<file path="src/rtl/sensor_line_reader_if.sv">
// Output stream bundle for the sensor line reader.
// Valid/ready handshake with an end-of-burst flag.
interface sensor_line_reader_if #(
  parameter int DATA_WIDTH = 8
);
  logic [DATA_WIDTH-1:0] data;
  logic                  valid;
  logic                  ready;
  logic                  last;

  modport master (
    output data,
    output valid,
    output last,
    input  ready
  );

  modport slave (
    input  data,
    input  valid,
    input  last,
    output ready
  );
endinterface

</file>
<file path="src/rtl/sensor_line_reader.sv">
// Burst reader for the sensor line memory.
// Hides the 1-cycle RAM latency behind a 2-entry credit-gated FIFO.
module sensor_line_reader #(
  parameter  int DATA_WIDTH = 8,
  parameter  int MEM_DEEP   = 256,
  parameter  int LEN_WIDTH  = 9,
  localparam int AW         = $clog2(MEM_DEEP)
) (
  input  logic                  clk,
  input  logic                  rst,
  input  logic                  start_i,
  input  logic [AW-1:0]         base_addr_i,
  input  logic [LEN_WIDTH-1:0]  len_i,
  output logic                  busy_o,
  output logic                  done_o,
  output logic [AW-1:0]         mem_raddr_o,
  output logic                  mem_ren_o,
  input  logic [DATA_WIDTH-1:0] mem_dout_i,
  sensor_line_reader_if.master  m
);

  typedef enum logic [1:0] {
    IDLE,
    READ,
    DRAIN
  } state_t;

  state_t                state_q, state_d;
  logic [AW-1:0]         addr_q, addr_d;
  logic [LEN_WIDTH-1:0]  rd_left_q, rd_left_d;
  logic [LEN_WIDTH-1:0]  out_left_q, out_left_d;
  logic                  inflight_q;
  logic                  done_q, done_d;
  logic [1:0]            cnt_q, cnt_d;
  logic [DATA_WIDTH-1:0] fifo0_q, fifo0_d;
  logic [DATA_WIDTH-1:0] fifo1_q, fifo1_d;

  logic       ren;
  logic       pop;
  logic       push;
  logic       accept;
  logic       zero_cmd;
  logic [2:0] occ;
  logic [1:0] slot;

  assign pop      = (cnt_q != 2'd0) & m.ready;
  assign push     = inflight_q;
  assign accept   = (state_q == IDLE) & start_i
                  & (len_i != '0);
  assign zero_cmd = (state_q == IDLE) & start_i
                  & (len_i == '0);
  // words already owed to the FIFO once this cycle's pop retires
  assign occ      = {1'b0, cnt_q}
                  + {2'b0, inflight_q}
                  - {2'b0, pop};

  always_ff @(posedge clk or posedge rst) begin
    if (rst) state_q <= IDLE;
    else     state_q <= state_d;
  end

  always_comb begin
    state_d = state_q;
    unique case (state_q)
      IDLE:  if (accept) state_d = READ;
      READ:  if (ren && rd_left_q == LEN_WIDTH'(1))
               state_d = DRAIN;
      DRAIN: if (pop && out_left_q == LEN_WIDTH'(1))
               state_d = IDLE;
      default: state_d = IDLE;
    endcase
  end

  always_comb begin
    ren    = (state_q == READ) & (occ < 3'd2);
    busy_o = (state_q != IDLE);
  end

  always_comb begin
    addr_d     = addr_q;
    rd_left_d  = rd_left_q;
    out_left_d = out_left_q;
    if (accept) begin
      addr_d     = base_addr_i;
      rd_left_d  = len_i;
      out_left_d = len_i;
    end else begin
      if (ren) begin
        addr_d    = (addr_q == AW'(MEM_DEEP - 1))
                  ? '0 : addr_q + AW'(1);
        rd_left_d = rd_left_q - LEN_WIDTH'(1);
      end
      if (pop && out_left_q != '0)
        out_left_d = out_left_q - LEN_WIDTH'(1);
    end
    done_d = zero_cmd
           | ((state_q == DRAIN) & pop
              & (out_left_q == LEN_WIDTH'(1)));
  end

  // head is always fifo0; a pop shifts, a push fills the next free slot
  always_comb begin
    fifo0_d = fifo0_q;
    fifo1_d = fifo1_q;
    slot    = cnt_q - {1'b0, pop};
    cnt_d   = cnt_q + {1'b0, push} - {1'b0, pop};
    if (pop) fifo0_d = fifo1_q;
    if (push) begin
      if (slot == 2'd0) fifo0_d = mem_dout_i;
      else              fifo1_d = mem_dout_i;
    end
  end

  always_ff @(posedge clk or posedge rst) begin
    if (rst) begin
      addr_q     <= '0;
      rd_left_q  <= '0;
      out_left_q <= '0;
      inflight_q <= 1'b0;
      done_q     <= 1'b0;
      cnt_q      <= 2'd0;
      fifo0_q    <= '0;
      fifo1_q    <= '0;
    end else begin
      addr_q     <= addr_d;
      rd_left_q  <= rd_left_d;
      out_left_q <= out_left_d;
      inflight_q <= ren;
      done_q     <= done_d;
      cnt_q      <= cnt_d;
      fifo0_q    <= fifo0_d;
      fifo1_q    <= fifo1_d;
    end
  end

  assign done_o      = done_q;
  assign mem_raddr_o = addr_q;
  assign mem_ren_o   = ren;
  assign m.data      = fifo0_q;
  assign m.valid     = (cnt_q != 2'd0);
  assign m.last      = m.valid
                     & (out_left_q == LEN_WIDTH'(1));

endmodule

</file>
<file path="src/flat_wrapper.sv">
// flat-port wrapper written by rule: the top's interface ports become plain ports
module sensor_line_reader_flat 
#(
  parameter  int DATA_WIDTH = 8,
  parameter  int MEM_DEEP   = 256,
  parameter  int LEN_WIDTH  = 9,
  localparam int AW         = $clog2(MEM_DEEP)
)
  (clk, rst, start_i, base_addr_i, len_i, busy_o, done_o, mem_raddr_o, mem_ren_o, mem_dout_i, m_data, m_valid, m_last, m_ready);
  sensor_line_reader_if #(.DATA_WIDTH(DATA_WIDTH)) m_i ();
  input  logic clk;
  input  logic rst;
  input  logic start_i;
  input  logic [AW-1:0] base_addr_i;
  input  logic [LEN_WIDTH-1:0] len_i;
  output logic busy_o;
  output logic done_o;
  output logic [AW-1:0] mem_raddr_o;
  output logic mem_ren_o;
  input  logic [DATA_WIDTH-1:0] mem_dout_i;
  output wire logic [$bits(m_i.data)-1:0] m_data;
  output wire logic [$bits(m_i.valid)-1:0] m_valid;
  output wire logic [$bits(m_i.last)-1:0] m_last;
  input wire logic [$bits(m_i.ready)-1:0] m_ready;
  assign m_data = m_i.data;
  assign m_valid = m_i.valid;
  assign m_last = m_i.last;
  assign m_i.ready = m_ready;
  sensor_line_reader #(.DATA_WIDTH(DATA_WIDTH), .MEM_DEEP(MEM_DEEP), .LEN_WIDTH(LEN_WIDTH)) u_core (.clk(clk), .rst(rst), .start_i(start_i), .base_addr_i(base_addr_i), .len_i(len_i), .busy_o(busy_o), .done_o(done_o), .mem_raddr_o(mem_raddr_o), .mem_ren_o(mem_ren_o), .mem_dout_i(mem_dout_i), .m(m_i));
endmodule
</file>
<file path="config.mk">
export PLATFORM = sky130hd
export DESIGN_NAME = sensor_line_reader_flat
export DESIGN_NICKNAME = d
export VERILOG_FILES = /design/src/rtl/sensor_line_reader_if.sv /design/src/rtl/sensor_line_reader.sv /design/src/flat_wrapper.sv
export SDC_FILE = /design/constraint.sdc
export NUM_CORES = 1
export LEC_CHECK = 0
export ABC_AREA = 1
export BUFFER_PORTS_ARGS = -buffer_cell sky130_fd_sc_hd__buf_2
export CAP_MARGIN = 40
export CELL_PAD_IN_SITES_DETAIL_PLACEMENT = 2
export CELL_PAD_IN_SITES_GLOBAL_PLACEMENT = 2
export CORE_MARGIN = 8
export CORE_UTILIZATION = 34
export CTS_CLUSTER_SIZE = 30
export DETAILED_ROUTE_END_ITERATION = 10
export PLACE_DENSITY = 0.86
export SYNTH_ARGS = -nofsm -noshare
export SYNTH_HDL_FRONTEND = slang
export SYNTH_SLANG_ARGS = --single-unit
export TNS_END_PERCENT = 20
</file>
<file path="constraint.sdc">
create_clock -name clk -period 7.35 [get_ports clk]
set_input_delay 1.47 -clock clk [delete_from_list [all_inputs] [get_ports clk]]
set_output_delay 1.47 -clock clk [all_outputs]
set_load 0.01 [all_outputs]
</file>
### Word level (Yosys, flattened, before mapping)

Cells that the tools add are included.
W data, S select, Z words.

* add/subtract/negate cells: 8
* multipliers: 0
* div/mod/pow operators: 0
* $lt $le $gt $ge: 1
* equality and inequality tests: 8
* shifts and indexed selects: 0
* mux-type cells: 14
* bitwise operators: 10
* reductions and logical operators: 14

Operator list (number)
* $mux W8: 6
* $mux W9: 4
* $eq A9 B1 Y1 const B: 2
* $reduce_bool A9 Y1: 2
* $sub A9 B1 Y9 const B: 2
* $logic_not A9 Y1: 1
* $add A8 B1 Y8 const B: 1
* $and A1 B1 Y1: 8
* $eq A8 B8 Y1 const B: 1
* $reduce_bool A2 Y1: 4
* $mux W2: 3
* $ne A2 B1 Y1 const B: 3
* $pmux W2 S3: 1
* $logic_not A2 Y1: 2
* $sub A2 B1 Y2: 2
* $add A2 B1 Y3: 1
* $logic_and A1 B1 Y1: 3
* $lt A3 B2 Y1 const B: 1
* $reduce_and A3 Y1: 1
* $sub A3 B1 Y3: 1
* $add A2 B1 Y2: 1
* $eq A2 B1 Y1 const B: 1
* $eq A2 B2 Y1 const B: 1
* $reduce_and A2 Y1: 1
* other kinds (2): 2

* register bits: 48
* latch bits: 0
* bits in writable memories: 0
* bits in read-only memories: 0
* output and inout port bits: 21
* word-level logic and storage cells: 64
* memories kept: 0

### Longest topological paths before layout

* depth after elaboration: 8
* gate-level depth with buffers: 16

### Worst setup path after synthesis

OpenSTA, ideal clock, no wires.

* path kind: input -> output
* start point: input m_ready
* end point: output mem_ren_o
* arrival time: 3.228 ns
* path slack: 2.652 ns
* cell stages on the path: 10
* path buffers: 2
* cell sequence: nand2_2 -> inv_2 -> buf_4 -> nand2_1 -> nand2_1 -> ha_1 -> fa_1 -> nand3b_1 -> nor2_4 -> buf_2

* word-level cells in the longest chain between the ends: 4

RTL lines
* from (decl): RTL line flat_wrapper.sv:24 `input wire logic [$bits(m_i.ready)-1:0] m_ready;`
* $and A1 B1 Y1: RTL line sensor_line_reader.sv:46 `assign pop = (cnt_q != 2'd0) & m.ready;`
* $sub A3 B1 Y3: RTL line sensor_line_reader.sv:55 `- {2'b0, pop};`
* $lt A3 B2 Y1: RTL line sensor_line_reader.sv:75 `ren = (state_q == READ) & (occ < 3'd2);`
* $and A1 B1 Y1: RTL line sensor_line_reader.sv:75
* to (decl): RTL line flat_wrapper.sv:19 `output logic mem_ren_o;`

No other way between the ends.

### Worst setup path in the final report

Ends and elaborated chain as after synthesis.

==> key figures <==
Outcome
  • Outcome: completed

Worst setup path
  • Critical path startpoint: m_ready
  • CP Capture Point: mem_ren_o
  • Worst path required time: 5.88 ns
  • WS Path Type: in2out
  • Critical Path AT: 3.67 ns
  • Worst R2R End: u_core.rd_left_q[0]
  • Slowest stage delay, CP: about 0.46 ns
  • CP endpoint kind: primary output
  • Slowest cell on crit path: fa_1
  • CP Launch Type: primary input
  • CP cell instances: buf_2 > nand2_2 > inv_2 > nand2_1 > nand2_1 > ha_1 > fa_1 > nand3b_1 > nor2_4 > buf_2
  • Worst r2r src: u_core.cnt_q[1]
  • Worst Path Max Fanout: 18
  • R2R setup slack: 4.10 ns
  • Top delay family on crit path: simple AND/OR/NAND/NOR gates
  • Buf/Inv on CP: 3
  • R2R cell count: 15
  • Stages on the worst setup path: 10

Clocking
  • CTS Hold Bufs: 0
  • CTS Sinks: 48
  • Depth of the CTS H-tree: 2
  • CTS max path bufs: 2
  • CTS tree: done
  • Cts bufs inserted: 5
  • Clock transition at the registers of the reported paths: 0.11 ns
  • CTS resizes: 0
  • Worst-skew pair later-pin latency: 0.32 ns
  • Setup bufs post-CTS: 0
  • CTS Root Cell: clkbuf_8

Final layout
  • Final Util: 40.0%
  • Nets@finish: 457
  • ANT cells: 0
  • Share of layout cells above drive strength 1: 19.4%
  • Fillers: 996
  • Area of the multi-input gates: 0.00139 mm²
  • Register area: about 0.0012 mm²
  • Area Growth Syn to Fin: 14.6%

Logic synthesis
  • Distinct cells, synth: 35
  • Post-Syn Instances: 375
  • Post-synth top cells: nand2_1, nand3_1, dfrtp_1
  • Post-synthesis register bit count: 48
  • Synth async-reset ratio: 100%
  • Dominant synthesized flop cell: dfrtp_1
  • EDFF count, synth: 0
  • Top-count cell post-synth: nand2_1
  • Synthesized area: 0.00285 mm²
  • Fraction of the yosys area taken by sequential cells: 42.1%
  • Yosys top cell area share: roughly 42%
  • Syn_nets: 411
  • Largest area contributor in the netlist: dfrtp_1
  • Mean area per synthesized cell: roughly 7.6 µm²
  • Ranking of synthesized cells by area: dfrtp_1, nand2_1, nand3_1
  • Synth Warn #: 0

Place
  • Port Buffers: 49
  • HPWL Detailed: between 6 and 7 mm
  • Gpl congestion: 0.769

Die
  • Core ar.: 0.00818 mm²
  • Die Area: 0.0116 mm²
  • Initial Util: 34.9%
  • Die X: approximately 110 µm
  • Number of top-level pins: 50
  • Die H: 108 µm
  • Row count: 33

Route
  • DRC violations left: 0
  • Wire length per cell: 17.4 µm
  • Via count: about 2700
  • Routed WL: 9.15 mm
  • Initial DRC count: 87
  • Post-route ant nets: 0
  • Drt first pass iters: 4
  • Avg Vias per Cell: 5.07

Timing
  • Post-layout min period: 5.14 ns
  • Final cycle utilization of the critical path: 70.0%
  • Setup violations, final: 0
  • Hold_ws: 0.507 ns
  • Slew Viols, Final: 0
  • Final hold violation count: 0
  • Tightest Pin Transition: 0.686 ns
  • Final Skew: 0.00908 ns
  • Max-slew headroom: about 54%
  • RSZ-0062 raised after global routing: false
  • Fmax: between 0.15 and 0.2 GHz
  • Post-Route Setup TNS: 0 ns

Run
  • Max-Cap Viols: 0

Pwr
  • Power Density: 459 mW/mm²
  • Worst vdd ir: ~0.00013 V
  • Leak Pwr: 0.00173 µW

Global route
  • Antenna violations before repair: 0
  • Largest net degree at the start of global routing: between 40 and 50
  • Gr ovfl total: 0
  • Number of global-route vias before repair: 3073
  • Global Route Usage Sum: between 15 and 20%
  • First-pass GRT wire length: 15.5 mm

Worst hold path
  • Worst hold stages: 2
  • Hold Path Class: reg2reg
per-layer routing:
metal / track usage (%) / share of wire (%) / wire (µm) / vias to the layer above
met2: 30.0 / 52 / 4730 / 37
met1: 19.8 / 44 / 4020 / 1322
met3: 2.87 / 2.9 / 261 / 10
li1: - / - / - / 1301
met4: 5.35 / 1.5 / 139 / 0
met5: 0 / 0 / 0 / -
power by group:
| part | switching (µW) | total [µW] | internal [µW] |
|---|---|---|---|
| clock network | 108 | 211 | 103 |
| logic | 508 | 783 | 275 |
| registers | 116 | 507 | 390 |
| total | 733 | 1500 | 768 |
worst min path at each step:
stage / start / to / slack, ns
final: u_core.fifo1_q[7] / u_core.fifo1_q[7] / 0.51
after CTS: u_core.fifo1_q[7] / u_core.fifo1_q[7] / 0.51
after global routing: u_core.fifo1_q[5] / u_core.fifo1_q[5] / 0.55
after floorplan: u_core.fifo1_q[0] / u_core.fifo1_q[0] / 0.45
after global placement: u_core.fifo1_q[7] / u_core.fifo1_q[7] / 0.47
after detailed placement: u_core.fifo1_q[7] / u_core.fifo1_q[7] / 0.49
worst min-delay path, cell delays in order, from the launching register on:
cell and delay [ns]:
dfrtp_1 0.37, nand2_1 0.05, o21ai_0 0.06
per-stage QoR:
step | power (µW) | instance area [µm²] | std cells | setup WS, ns
2_1_floorplan | 1060 | 2850 | 375 | 2.65
3_3_place_gp | 1240 | 3150 | 519 | 2.26
3_5_place_dp | 1290 | 3150 | 519 | 2.19
4_1_cts | 1520 | 3270 | 527 | 2.18
5_1_grt | 1650 | 3270 | 527 | 2.02
6_report | 1500 | 3270 | 527 | 2.21
cell type report:
cell class / count / area share [%]
multi-input cells: 270 / 42.5
flip-flops and latches: 48 / 36.7
repair buffers: 50 / 7.73
inverters: 46 / 5.43
well taps: 105 / 4.02
clock buffers: 5 / 2.10
clock inverters: 3 / 1.45
logic make-up after synthesis:
| group | Yosys count | synth area share [%] |
|---|---|---|
| xor gates and xnor gates | 6 | 1.84 |
| AOI/OAI and AO/OA | 28 | 5.44 |
| adders and majority gates | 7 | 3.33 |
| DFF | 48 | 42.1 |
| and+or+nand+nor | 229 | 38.1 |
| buffers and inverters | 57 | 9.21 |
state kept, by name, indices dropped and copies added, names as in the netlist, 2 cells and up:
name / flops
u_core.state_q: 2
u_core.rd_left_q: 9
u_core.m.data: 8
u_core.mem_raddr_o: 8
u_core.cnt_q: 2
u_core.out_left_q: 9
u_core.fifo1_q: 8
placed cells by master (no fill, tap or decap), types with 4 or more instances in the layout:
master / count
clkbuf_8: 5
a31oi_1: 6
inv_1: 41
buf_2: 49
o21ai_1: 5
dfrtp_1: 48
ha_1: 6
inv_2: 4
nand2_2: 5
o21ai_0: 11
nand2_1: 97
nand3_2: 5
nand2_4: 4
nand3_1: 69
nor2_1: 32
No activity file was read; power rests on OpenSTA's default activity.
